<file path="config.mk">
export PLATFORM = sky130hd
export DESIGN_NAME = sprite_line_fetcher_flat
export DESIGN_NICKNAME = d
export VERILOG_FILES = /design/src/rtl/sprite_line_fetcher_if.sv /design/src/rtl/sprite_line_fetcher.sv /design/src/flat_wrapper.sv
export SDC_FILE = /design/constraint.sdc
export NUM_CORES = 1
export LEC_CHECK = 0
export CAP_MARGIN = 20
export CORE_MARGIN = 3
export CORE_UTILIZATION = 55
export CTS_CLUSTER_DIAMETER = 120
export DETAILED_ROUTE_END_ITERATION = 12
export GPL_TIMING_DRIVEN = 0
export PLACE_DENSITY = 0.78
export SETUP_SLACK_MARGIN = 0.05
export SYNTH_ARGS = -nofsm -noshare
export SYNTH_HDL_FRONTEND = slang
export SYNTH_SLANG_ARGS = --single-unit
export TNS_END_PERCENT = 20
</file>
<file path="constraint.sdc">
create_clock -name clk -period 6.04 [get_ports clk]
set_input_delay 0.906 -clock clk [delete_from_list [all_inputs] [get_ports clk]]
set_output_delay 0.906 -clock clk [all_outputs]
set_load 0.1 [all_outputs]
</file>
<file path="src/rtl/sprite_line_fetcher_if.sv">
// Sprite ROM request/response bundle.
// The line fetcher is the master: it drives the request and reads the registered line data.
interface sprite_line_fetcher_if;
    logic [3:0] rom_sprite_id;
    logic [1:0] rom_orientation;
    logic [2:0] rom_line_index;
    logic [7:0] rom_data;

    modport master (
        output rom_sprite_id,
        output rom_orientation,
        output rom_line_index,
        input  rom_data
    );

    modport slave (
        input  rom_sprite_id,
        input  rom_orientation,
        input  rom_line_index,
        output rom_data
    );
endinterface

</file>
<file path="src/rtl/sprite_line_fetcher.sv">
// Per-scanline sprite line fetch into shadow slots, with a double-buffered copy to active slots.
// Also provides a registered per-pixel hit and winning-slot output for the colour mux.
module sprite_line_fetcher #(
    parameter int unsigned NUM_SLOTS  = 4,
    parameter int unsigned SCALE_LOG2 = 1
) (
    input  logic                    clk,
    input  logic                    reset,
    input  logic [NUM_SLOTS-1:0]    ent_en,
    input  logic [4*NUM_SLOTS-1:0]  ent_id,
    input  logic [2*NUM_SLOTS-1:0]  ent_orient,
    input  logic [10*NUM_SLOTS-1:0] ent_x,
    input  logic [10*NUM_SLOTS-1:0] ent_y,
    input  logic                    line_start,
    input  logic [9:0]              fetch_y,
    input  logic [9:0]              pixel_x,
    sprite_line_fetcher_if.master   rom,
    output logic                    fetch_busy,
    output logic                    fetch_done,
    output logic                    pixel_on,
    output logic [2:0]              pixel_slot
);

    localparam logic [10:0] S_L  = 11'(8 << SCALE_LOG2);
    localparam logic [2:0]  LAST = 3'(NUM_SLOTS - 1);

    typedef enum logic [1:0] {S_IDLE, S_ISSUE, S_CAPTURE, S_DONE} state_t;

    state_t     state_q;
    logic [2:0] idx_q;
    logic [9:0] fy_q;
    logic       hit_q;
    logic [3:0] rom_id_q;
    logic [1:0] rom_or_q;
    logic [2:0] rom_ln_q;
    logic       busy_q;
    logic       done_q;
    logic       pix_on_q;
    logic [2:0] pix_slot_q;

    logic [7:0] shadow_buf_q [NUM_SLOTS];
    logic       shadow_val_q [NUM_SLOTS];
    logic [9:0] shadow_x_q   [NUM_SLOTS];
    logic [7:0] act_buf_q    [NUM_SLOTS];
    logic       act_val_q    [NUM_SLOTS];
    logic [9:0] act_x_q      [NUM_SLOTS];

    // Entity fields unpacked into 8-deep arrays so a 3-bit slot index is always in range.
    logic       en_a [8];
    logic [3:0] id_a [8];
    logic [1:0] or_a [8];
    logic [9:0] x_a  [8];
    logic [9:0] y_a  [8];

    always_comb begin
        for (int unsigned i = 0; i < 8; i++) begin
            en_a[i] = 1'b0;
            id_a[i] = '0;
            or_a[i] = '0;
            x_a[i]  = '0;
            y_a[i]  = '0;
        end
        for (int unsigned i = 0; i < NUM_SLOTS; i++) begin
            en_a[i] = ent_en[i];
            id_a[i] = ent_id[4*i +: 4];
            or_a[i] = ent_orient[2*i +: 2];
            x_a[i]  = ent_x[10*i +: 10];
            y_a[i]  = ent_y[10*i +: 10];
        end
    end

    // The request for slot i is computed on the edge that enters ISSUE(i),
    // so it looks ahead to the slot about to be issued.
    logic [2:0] nxt_slot;
    logic [9:0] y_ref;
    logic [9:0] dy;
    logic       req_hit;
    logic       do_issue;

    always_comb begin
        nxt_slot = (state_q == S_CAPTURE) ? idx_q + 3'd1 : '0;
        y_ref    = (state_q == S_IDLE) ? fetch_y : fy_q;
        dy       = y_ref - y_a[nxt_slot];
        req_hit  = en_a[nxt_slot] && ({1'b0, dy} < S_L);
        do_issue = ((state_q == S_IDLE) && line_start) ||
                   ((state_q == S_CAPTURE) && (idx_q != LAST));
    end

    logic       pix_on_d;
    logic [2:0] pix_slot_d;
    logic [9:0] dx;

    always_comb begin
        pix_on_d   = 1'b0;
        pix_slot_d = '0;
        dx         = '0;
        for (int unsigned i = 0; i < NUM_SLOTS; i++) begin
            dx = pixel_x - act_x_q[i];
            if (!pix_on_d && act_val_q[i] && ({1'b0, dx} < S_L) &&
                !act_buf_q[i][3'(dx >> SCALE_LOG2)]) begin
                pix_on_d   = 1'b1;
                pix_slot_d = 3'(i);
            end
        end
    end

    always_ff @(posedge clk or negedge reset) begin
        if (!reset) begin
            state_q    <= S_IDLE;
            idx_q      <= '0;
            fy_q       <= '0;
            hit_q      <= 1'b0;
            rom_id_q   <= 4'hF;
            rom_or_q   <= '0;
            rom_ln_q   <= '0;
            busy_q     <= 1'b0;
            done_q     <= 1'b0;
            pix_on_q   <= 1'b0;
            pix_slot_q <= '0;
            for (int unsigned i = 0; i < NUM_SLOTS; i++) begin
                shadow_buf_q[i] <= '1;
                shadow_val_q[i] <= 1'b0;
                shadow_x_q[i]   <= '0;
                act_buf_q[i]    <= '1;
                act_val_q[i]    <= 1'b0;
                act_x_q[i]      <= '0;
            end
        end else begin
            done_q     <= 1'b0;
            pix_on_q   <= pix_on_d;
            pix_slot_q <= pix_slot_d;

            if (do_issue) begin
                hit_q    <= req_hit;
                rom_id_q <= req_hit ? id_a[nxt_slot] : 4'hF;
                rom_or_q <= req_hit ? or_a[nxt_slot] : 2'd0;
                rom_ln_q <= req_hit ? 3'(dy >> SCALE_LOG2) : 3'd0;
            end

            case (state_q)
                S_IDLE: begin
                    if (line_start) begin
                        fy_q    <= fetch_y;
                        idx_q   <= '0;
                        busy_q  <= 1'b1;
                        state_q <= S_ISSUE;
                    end
                end
                S_ISSUE: begin
                    state_q <= S_CAPTURE;
                end
                S_CAPTURE: begin
                    for (int unsigned i = 0; i < NUM_SLOTS; i++) begin
                        if (idx_q == 3'(i)) begin
                            shadow_buf_q[i] <= rom.rom_data;
                            shadow_val_q[i] <= hit_q;
                            shadow_x_q[i]   <= x_a[i];
                        end
                    end
                    if (idx_q == LAST) begin
                        done_q  <= 1'b1;
                        state_q <= S_DONE;
                    end else begin
                        idx_q   <= idx_q + 3'd1;
                        state_q <= S_ISSUE;
                    end
                end
                S_DONE: begin
                    for (int unsigned i = 0; i < NUM_SLOTS; i++) begin
                        act_buf_q[i] <= shadow_buf_q[i];
                        act_val_q[i] <= shadow_val_q[i];
                        act_x_q[i]   <= shadow_x_q[i];
                    end
                    busy_q  <= 1'b0;
                    state_q <= S_IDLE;
                end
                default: state_q <= S_IDLE;
            endcase
        end
    end

    assign rom.rom_sprite_id   = rom_id_q;
    assign rom.rom_orientation = rom_or_q;
    assign rom.rom_line_index  = rom_ln_q;
    assign fetch_busy          = busy_q;
    assign fetch_done          = done_q;
    assign pixel_on            = pix_on_q;
    assign pixel_slot          = pix_slot_q;

endmodule

</file>
<file path="src/flat_wrapper.sv">
// flat-port wrapper written by rule: the top's interface ports become plain ports
module sprite_line_fetcher_flat 
#(
    parameter int unsigned NUM_SLOTS  = 4,
    parameter int unsigned SCALE_LOG2 = 1
)
  (clk, reset, ent_en, ent_id, ent_orient, ent_x, ent_y, line_start, fetch_y, pixel_x, fetch_busy, fetch_done, pixel_on, pixel_slot, rom_rom_sprite_id, rom_rom_orientation, rom_rom_line_index, rom_rom_data);
  sprite_line_fetcher_if rom_i ();
  input  logic clk;
  input  logic reset;
  input  logic [NUM_SLOTS-1:0] ent_en;
  input  logic [4*NUM_SLOTS-1:0] ent_id;
  input  logic [2*NUM_SLOTS-1:0] ent_orient;
  input  logic [10*NUM_SLOTS-1:0] ent_x;
  input  logic [10*NUM_SLOTS-1:0] ent_y;
  input  logic line_start;
  input  logic [9:0] fetch_y;
  input  logic [9:0] pixel_x;
  output logic fetch_busy;
  output logic fetch_done;
  output logic pixel_on;
  output logic [2:0] pixel_slot;
  output wire logic [$bits(rom_i.rom_sprite_id)-1:0] rom_rom_sprite_id;
  output wire logic [$bits(rom_i.rom_orientation)-1:0] rom_rom_orientation;
  output wire logic [$bits(rom_i.rom_line_index)-1:0] rom_rom_line_index;
  input wire logic [$bits(rom_i.rom_data)-1:0] rom_rom_data;
  assign rom_rom_sprite_id = rom_i.rom_sprite_id;
  assign rom_rom_orientation = rom_i.rom_orientation;
  assign rom_rom_line_index = rom_i.rom_line_index;
  assign rom_i.rom_data = rom_rom_data;
  sprite_line_fetcher #(.NUM_SLOTS(NUM_SLOTS), .SCALE_LOG2(SCALE_LOG2)) u_core (.clk(clk), .reset(reset), .ent_en(ent_en), .ent_id(ent_id), .ent_orient(ent_orient), .ent_x(ent_x), .ent_y(ent_y), .line_start(line_start), .fetch_y(fetch_y), .pixel_x(pixel_x), .rom(rom_i), .fetch_busy(fetch_busy), .fetch_done(fetch_done), .pixel_on(pixel_on), .pixel_slot(pixel_slot));
endmodule
</file>
# == Word-level counts from Yosys, hierarchy flattened ==
# Index checks and enable logic that the tools add are counted.
# totals
reg_bits,183
in_bits,139
# op_classes
add_sub_neg,6
order_cmp,10
n_eq_ne,9
muxes,42
bitwise_logic,1
reduce_logical,33
# ops
op,n
"less-than comparator 10 x 5 -> 1 bit, second input constant",5
subtractor 10 bit,5
binary-select mux 10 bit (select 3 bit),1
two-way mux 10 bit,3
two-way mux 3 bit,6
"less-than comparator 3 x 4 -> 1 bit, second input constant",4
binary-select mux 1 bit (select 3 bit),5
logical AND 1 bit,14
two-way mux 1 bit,14
binary-select mux 4 bit (select 3 bit),1
two-way mux 4 bit,3
AND reduction 2 bit,6
two-way mux 2 bit,5
one-hot mux 2 bit (4 select lines),1
logical NOT 1 bit,7
binary-select mux 2 bit (select 3 bit),1
"== test 3 x 2 -> 1 bit, second input constant",2
one-hot mux 3 bit (2 select lines),1
"== test 2 bit, second input constant",2
">= comparator 4 bit, second input constant",1
"!= test 2 bit, second input constant",2
inverter 3 -> 4 bit,1
nonzero test 2 bit,2
"adder 3 x 1 -> 3 bit, second input constant",1
8 further kinds,8

# == Longest topological paths before layout ==
# Gate-level depths: netlist (run 1).
# depth
depth_word,21
ltp_mapped,17
depth_no_buf,14

# == Worst setup path before layout (run 1) ==
# OpenSTA, ideal clock, no wires.
# synth_timing
kind,reg-to-reg
start,register u_core.idx_q[0]
end,register u_core.rom_id_q[0] (netlist: u_core.rom.rom_sprite_id[0])
setup_ns,0.080
arrival_ns,3.649
t_required_ns,5.960
slack_ns,2.311
stages_incl_launch_ff,17
path_buffers,3
period_less_slack_ns,3.729
cell_sequence,dfrtp_1 inv_1 ha_1 nand3b_4 buf_6 clkbuf_1 clkbuf_1 o211ai_1 fa_1 a21o_1 a21oi_1 o21bai_1 a21oi_1 mux2i_1 and3_1 nand4_4 o22a_1
# synth_between
elab_chain_len,10
elab_cells_between_ends,19
# synth_rtl
item,line,text
from (decl),sprite_line_fetcher.sv:30,logic [2:0] idx_q;
from (signal assigned),sprite_line_fetcher.sv:164,idx_q <= idx_q + 3'd1;
adder 3 x 1 -> 3 bit,sprite_line_fetcher.sv:81,nxt_slot = (state_q == S_CAPTURE) ? idx_q + 3'd1 : '0;
two-way mux 3 bit,sprite_line_fetcher.sv:81,
inverter 3 -> 4 bit (not written as such),"sprite_line_fetcher.sv:83, sprite_line_fetcher.sv:84, sprite_line_fetcher.sv:135",
binary-select mux 10 bit (select 3 bit),sprite_line_fetcher.sv:83,dy = y_ref - y_a[nxt_slot];
two-way mux 10 bit (not written as such) (2 in series),sprite_line_fetcher.sv:83,
subtractor 10 bit,sprite_line_fetcher.sv:83,
less-than comparator 10 x 5 -> 1 bit,sprite_line_fetcher.sv:84,"req_hit = en_a[nxt_slot] && ({1'b0, dy} < S_L);"
logical AND 1 bit,sprite_line_fetcher.sv:84,
two-way mux 4 bit,sprite_line_fetcher.sv:135,rom_id_q <= req_hit ? id_a[nxt_slot] : 4'hF;
to (signal assigned),sprite_line_fetcher.sv:135,
to (decl),sprite_line_fetcher.sv:33,logic [3:0] rom_id_q;
# Parallel ways exist; a longest one is shown, timed or not. The select of a mux whose other input is x is not followed.
# A chain may end at the register's enable or synchronous reset.

# == Worst setup path in the final report (run 1) ==
# layout_timing
start,register u_core.idx_q[0]
end,register u_core.rom_id_q[2] (netlist: u_core.rom.rom_sprite_id[2])
# Same word-level chain as after synthesis.

==> impl_metrics.env, run 1 <==
export IMPL_syn_num_nets=1036
export IMPL_ys_async_sr_fraction_pct=100
export IMPL_routed_via_count=7217
export IMPL_drt_vias_per_instance=5.74
export IMPL_rr_endpoint="u_core.rom.rom_sprite_id[2]"
export IMPL_irDropWorstVdd_mv=0.365
export IMPL_number_of_unique_standard_cell_types_used_by_synthesis=75
export IMPL_first_pass_grt_wire_length_um=37800
export IMPL_gp_routability_congestion=0.933
export IMPL_post_cts_buffers=0
export IMPL_chipHeight_um=141
export IMPL_static_leakage_power_uw=0.00540
export IMPL_largest_net_degree_at_the_start_of_global_routing=121
export IMPL_die_outline_area_um2=20000
export IMPL_dp_final_hpwl_um=17900
export IMPL_crit_type="flip-flop to flip-flop"
export IMPL_outcome="completed"
export IMPL_cts_made_buffers=17
export IMPL_min_path_type="primary input to asynchronous set/reset pin"
export IMPL_clock_skew_final_ns=0.00856
export IMPL_commonest_cells_after_routing_fill_and_taps_aside="sky130_fd_sc_hd__mux2_2, sky130_fd_sc_hd__clkdlybuf4s50_1, sky130_fd_sc_hd__dfrtp_1"
export IMPL_worst_setup_path_end_kind="flip-flop"
export IMPL_synth_warnings=0
export IMPL_dpl_cell_area_um2=11900
export IMPL_diodes=0
export IMPL_drtPass1Iterations=5
export IMPL_finalWorstPathRequiredPeriod_ns=4.42
export IMPL_utilization_pct=71.2
export IMPL_critical_path_max_stage_delay_ns=0.47
export IMPL_timing_max_slew_rel_slack_pct=33.2
export IMPL_antenna_found_initial=1
export IMPL_n_fill_cell=1284
export IMPL_placement_setup_slack_ns=1.62
export IMPL_num_io_pins=154
export IMPL_synthToLayoutAreaGrowth_pct=24.3
export IMPL_drt_first_iter_violations=404
export IMPL_cts_root_buf="sky130_fd_sc_hd__clkbuf_16"
export IMPL_r2r_cells=16
export IMPL_reg2reg_from="u_core.idx_q[0]"
export IMPL_post_cts_resize_count=0
export IMPL_grt_pass1_vias=7546
export IMPL_max_cap_violations=0
export IMPL_layout_setup_ws_ns=1.62
export IMPL_grt_remaining_overflow=0
export IMPL_layout_area_seq_um2=4640
export IMPL_synth_edff_count=0
export IMPL_ant_nets=0
export IMPL_crit_slowest_cell="sky130_fd_sc_hd__fa_1"
export IMPL_report_final_hold_viol_count=0
export IMPL_worstPathCellList="inv_1, ha_1, nand3b_4, buf_6, clkbuf_1, clkbuf_1, o211ai_1, fa_1, a21o_1, a21oi_1, o21bai_1, a21oi_1, mux2i_1, and3_1, nand4_4, o22a_1"
export IMPL_initial_standard_cell_utilization_of_the_core_pct=57.3
export IMPL_ctsHoldBuffers=0
export IMPL_nNetsFinal=1208
export IMPL_final_setup_viol_count=0
export IMPL_cts_tree="built"
export IMPL_grt_use_total_pct=24.0
export IMPL_yosysSeqAreaShare_pct=46.0
export IMPL_p_per_area_nw_per_um2=539
export IMPL_worst_endpoint_arrival_ns=4.77
export IMPL_tightestPinTransition_ns=0.999
export IMPL_synth_seq_cells=182
export IMPL_synth_ff_type="sky130_fd_sc_hd__dfrtp_1"
export IMPL_clkSinkCount=182
export IMPL_clk_pin_slew_ns=0.07
export IMPL_tns_ns=0
export IMPL_unrepaired_setup_endpoints_after_global_routing="no"
export IMPL_clk_insertion_delay_late_ns=0.43
export IMPL_final_instance_count_excl_fill=1257
export IMPL_buffer_ports_inserted=152
export IMPL_timing_max_transition_violations_final=0
export IMPL_die_width_um=141
export IMPL_fp_row_count=48
export IMPL_post_drt_wl_per_cell_um=18.9
export IMPL_worstSetupStartpointType="flip-flop"
export IMPL_final_common_cell="sky130_fd_sc_hd__mux2_2"
export IMPL_cts_htree_levels=4
export IMPL_post_synth_inst_count=847
export IMPL_multi_input_gate_area_in_the_final_layout_um2=5090
export IMPL_stdcell_area_um2=12500
export IMPL_post_route_drc_count=0
export IMPL_placedCellCount=1225
export IMPL_routed_wirelength_um=23800
export IMPL_post_synth_instance_area_um2=10100
export IMPL_required_ns=6.40
export IMPL_cts_root_to_sink_buffers=2
export IMPL_crit_path_max_fanout=10
export IMPL_syn_avg_cell_area_um2=11.9
export IMPL_drive_above_1_share_pct=31.4
export IMPL_core_region_area_um2=17600
export IMPL_reg2reg_setup_slack_ns=1.62
export IMPL_final_period_utilization_pct=73.1
export IMPL_max_freq_mhz=226
## power by group
group	total, uW	switching, uW	leakage [uW]	internal [uW]
sequential	2160	272	0.00214	1890
combinational	3430	1750	0.00296	1680
clock	1170	505	0.000296	663
total	6760	2530	0.00540	4230
## Yosys cell counts, drive strengths merged, types with 14 or more instances
cell / instances / area, um2
buf: 17 / 110
mux2i: 14 / 140
clkbuf: 15 / 57.6
a21oi: 41 / 213
nor2: 23 / 88.8
nand3: 20 / 100
ha: 45 / 563
dfstp: 68 / 1790
mux2: 185 / 2080
xor2: 15 / 131
dfrtp: 114 / 2850
o21ai: 37 / 185
inv: 50 / 188
nand2: 51 / 191
## logic make-up (layout without fill, tap and decap cells)
logic type                 count (synthesis)  count (layout)  share of synthesized area [%]
buffers and inverters                     82             267                           3.52
other                                      1               1                         0.0372
adders and majority gates                 50              50                           6.58
xor gates and xnor gates                  25              25                           2.25
muxes                                    207             207                           23.8
and+or+nand+nor                          148             148                           7.73
DFF                                      182             182                           46.0
AOI/OAI and AO/OA                        152             152                           10.0
## per-layer routing
layer / global-route usage, % / routed length, um / vias to the layer above
met3: 5.86 / 1240 / 35
met2: 41.7 / 12000 / 197
met1: 30.4 / 10200 / 3582
met4: 5.51 / 349 / 2
li1: - / - / 3401
met5: 0 / 9 / -
## worst max-delay path: cells and delay by family, from the launching register on
family          cells  cell delay, ns
compound gates      6            1.18
fa+ha+maj           2            0.89
buf+inv             4            1.06
simple gates        3            0.55
mux                 1            0.20
flops               1            0.46
## state kept, by name (all words and copies together) (netlist names)
register,cells
u_core.pixel_slot,2
u_core.pixel_on,1
u_core.rom.rom_line_index,3
u_core.shadow_val_q,4
u_core.rom.rom_orientation,2
u_core.state_q,2
u_core.idx_q,3
u_core.fetch_busy,1
u_core.act_buf_q,32
u_core.rom.rom_sprite_id,4
u_core.fy_q,10
u_core.act_val_q,4
u_core.fetch_done,1
u_core.shadow_buf_q,32
u_core.hit_q,1
u_core.shadow_x_q,40
u_core.act_x_q,40
## stage by stage
| stage | total power, uW | hold WS [ns] |
|---|---|---|
| 3_3_place_gp | 5470 | 0.463 |
| 2_1_floorplan | 4760 | 0.450 |
| 6_report | 6760 | 0.419 |
| 3_5_place_dp | 5590 | 0.482 |
| 4_1_cts | 6790 | 0.425 |
| 5_1_grt | 7220 | 0.433 |
## layout make-up
type                       instances  area share, %
timing repair buffer             153           12.4
clock inverter                    15           1.53
tap                              225           2.25
clock buffer                      17           3.39
multi-input combinational        583           40.6
sequential                       182           37.0
inverter                          50           1.50
buffer                            32           1.34
## worst max path at each step
stage	startpoint	cells past startpoint	to
finish	u_core.idx_q[0]	16	u_core.rom.rom_sprite_id[2]
CTS	u_core.idx_q[0]	16	u_core.rom.rom_sprite_id[2]
global route	u_core.idx_q[0]	16	u_core.rom.rom_sprite_id[1]
global placement	reset	1	u_core.shadow_x_q[1]
detailed placement	u_core.idx_q[0]	16	u_core.rom.rom_sprite_id[2]
floorplan	u_core.idx_q[0]	16	u_core.rom.rom_sprite_id[0]
Power figures use the tool's default switching activity.
==> inputs of run 2 (changes only) <==
--- a/config.mk
+++ b/config.mk
@@ -7,11 +7,11 @@
 export LEC_CHECK = 0
 export CAP_MARGIN = 20
 export CORE_MARGIN = 3
-export CORE_UTILIZATION = 55
+export CORE_UTILIZATION = 50
 export CTS_CLUSTER_DIAMETER = 120
 export DETAILED_ROUTE_END_ITERATION = 12
 export GPL_TIMING_DRIVEN = 0
-export PLACE_DENSITY = 0.78
+export PLACE_DENSITY = 0.75
 export SETUP_SLACK_MARGIN = 0.05
 export SYNTH_ARGS = -nofsm -noshare
 export SYNTH_HDL_FRONTEND = slang
==> constraint.sdc (replaced) <==
create_clock -name clk -period 4 [get_ports clk]
set_input_delay 0.6 -clock clk [delete_from_list [all_inputs] [get_ports clk]]
set_output_delay 0.6 -clock clk [all_outputs]
set_load 0.1 [all_outputs]
==> impl_metrics.env, run 2 (synthesis gave the netlist of run 1 again) <==
export IMPL_report_final_hold_viol_count=0
export IMPL_drtPass1Iterations=5
export IMPL_diodes=0
export IMPL_groute_layer_met1_usage_pct=27.0
export IMPL_commonest_cells_after_routing_fill_and_taps_aside="sky130_fd_sc_hd__mux2_2, sky130_fd_sc_hd__clkdlybuf4s50_1, sky130_fd_sc_hd__dfrtp_1"
export IMPL_post_cts_resize_count=0
export IMPL_worstSetupStartpointType="flip-flop"
export IMPL_r2r_cells=15
export IMPL_grt_use_total_pct=21.8
export IMPL_antenna_found_initial=0
export IMPL_n_fill_cell=1587
export IMPL_timing_max_slew_rel_slack_pct=32.0
export IMPL_ctsHoldBuffers=0
export IMPL_utilization_pct=63.8
export IMPL_cts_root_to_sink_buffers=2
export IMPL_first_pass_grt_wire_length_um=37200
export IMPL_timing_hold_ws_ns=0.197
export IMPL_outcome="completed"
export IMPL_grt_remaining_overflow=0
export IMPL_fp_row_count=51
export IMPL_max_cap_violations=0
export IMPL_min_path_type="primary input to asynchronous set/reset pin"
export IMPL_final_setup_viol_count=0
export IMPL_core_region_area_um2=19700
export IMPL_cts_root_buf="sky130_fd_sc_hd__clkbuf_16"
export IMPL_worst_endpoint_arrival_ns=4.02
export IMPL_drt_first_iter_violations=263
export IMPL_drive_above_1_share_pct=31.5
export IMPL_num_io_pins=154
export IMPL_synthToLayoutAreaGrowth_pct=24.4
export IMPL_crit_type="flip-flop to flip-flop"
export IMPL_post_route_drc_count=0
export IMPL_final_period_utilization_pct=91.3
export IMPL_clk_insertion_delay_late_ns=0.44
export IMPL_unrepaired_setup_endpoints_after_global_routing="no"
export IMPL_buffer_ports_inserted=152
export IMPL_finalWorstPathRequiredPeriod_ns=3.65
export IMPL_gr_max_usage_layer="met2"
export IMPL_grt_pass1_vias=7316
export IMPL_p_per_area_nw_per_um2=801
export IMPL_cts_made_buffers=17
export IMPL_multi_input_gate_area_in_the_final_layout_um2=5090
export IMPL_routed_via_count=7157
export IMPL_routed_wirelength_um=23500
export IMPL_gp_routability_congestion=0.920
export IMPL_die_width_um=148
export IMPL_irDropWorstVdd_mv=0.533
export IMPL_cts_htree_levels=4
export IMPL_initial_standard_cell_utilization_of_the_core_pct=51.3
export IMPL_largest_net_degree_at_the_start_of_global_routing=95
export IMPL_die_outline_area_um2=21900
export IMPL_tightestPinTransition_ns=1.02
export IMPL_layout_area_seq_um2=4640
export IMPL_reg_largest_list="u_core.act_x_q: 40 flops, u_core.shadow_x_q: 40 flops"
export IMPL_final_common_cell="sky130_fd_sc_hd__mux2_2"
export IMPL_cts_tree="built"
export IMPL_static_leakage_power_uw=0.00539
export IMPL_global_route_usage_met2_pct=37.5
export IMPL_required_ns=4.37
export IMPL_drt_vias_per_instance=5.53
export IMPL_worst_setup_path_end_kind="flip-flop"
export IMPL_dp_final_hpwl_um=17600
export IMPL_timing_max_transition_violations_final=0
export IMPL_clkSinkCount=182
export IMPL_ant_nets=0
export IMPL_post_cts_buffers=0
export IMPL_crit_path_max_fanout=27
export IMPL_grt_met3_usage_pct=6.62
export IMPL_post_drt_wl_per_cell_um=18.2
export IMPL_nNetsFinal=1206
export IMPL_clk_pin_slew_ns=0.07
export IMPL_clock_skew_final_ns=0.0101
export IMPL_max_freq_mhz=274
export IMPL_chipHeight_um=148
==> run 2: path summary, 6_finish.rpt <==
| path | start | to | slack, ns |
|---|---|---|---|
| min in group clk | u_core.rom.rom_orientation[0] | u_core.rom.rom_orientation[0] | 0.49 |
| max | u_core.idx_q[0] | u_core.rom.rom_sprite_id[3] | 0.35 |
| max reg2reg | u_core.idx_q[0] | u_core.rom.rom_sprite_id[3] | 0.35 |
| max in group asynchronous | reset | u_core.fy_q[5] | 2.92 |
| min | reset | u_core.shadow_x_q[20] | 0.20 |
| min reg2reg | u_core.rom.rom_orientation[0] | u_core.rom.rom_orientation[0] | 0.49 |
==> run 2: metal layers <==
metal  vias up  wire length [um]
met2       207             11600
met4         0               481
met5         -                 0
li1       3395                 -
met3        27              1530
met1      3528              9940
==> run 2: layout make-up <==
| class | count | share of cell area (%) |
|---|---|---|
| buffer | 30 | 1.31 |
| clock buffer | 23 | 4.07 |
| clock inverter | 9 | 0.509 |
| inverter | 50 | 1.50 |
| multi-input combinational | 583 | 40.6 |
| sequential | 182 | 37.0 |
| tap | 265 | 2.64 |
| timing repair buffer | 153 | 12.4 |
==> run 2: worst max-delay path, stage by stage (launching register included) <==
cell	delay (ns)
sky130_fd_sc_hd__dfrtp_2	0.41
sky130_fd_sc_hd__inv_1	0.11
sky130_fd_sc_hd__ha_1	0.40
sky130_fd_sc_hd__nand3b_4	0.12
sky130_fd_sc_hd__buf_8	0.20
sky130_fd_sc_hd__o22a_1	0.21
sky130_fd_sc_hd__nand3_1	0.16
sky130_fd_sc_hd__fa_1	0.45
sky130_fd_sc_hd__a21o_1	0.22
sky130_fd_sc_hd__a21oi_2	0.19
sky130_fd_sc_hd__o21bai_1	0.08
sky130_fd_sc_hd__a21oi_1	0.18
sky130_fd_sc_hd__mux2i_1	0.19
sky130_fd_sc_hd__and3_1	0.21
sky130_fd_sc_hd__nand4_4	0.21
sky130_fd_sc_hd__o22a_1	0.24
==> run 2: where the power goes <==
group          internal, uW  total, uW  switching, uW
registers              2850       3260            401
logic                  2540       5170           2640
clock network           905       1620            719
total                  6290      10100           3760
==> run 2: per-stage QoR <==
stage	TNS [ns]	total power, uW	setup slack, ns	instance area, um2	instances
6_report	0	10100	0.349	12500	1295
3_3_place_gp	-762.33	8280	-5.04	11900	1264
5_1_grt	0	10800	0.0641	12500	1295
3_5_place_dp	-4.25	8430	-0.467	12000	1265
2_1_floorplan	0	7190	0.271	10100	847
4_1_cts	0	10100	0.189	12500	1295
==> inputs of run 3 (changes only) <==
==> constraint.sdc (replaced) <==
create_clock -name clk -period 4 [get_ports clk]
set_input_delay 0.6 -clock clk [delete_from_list [all_inputs] [get_ports clk]]
set_output_delay 0.6 -clock clk [all_outputs]
set_load 0.02 [all_outputs]
==> results of run 3 <==
Same layout as run 2 (identical final DEF). Status: completed.
Among the figures that moved: total power 10100 uW -> 9940 uW; worst IR drop on VDD 0.533 mV -> 0.513 mV
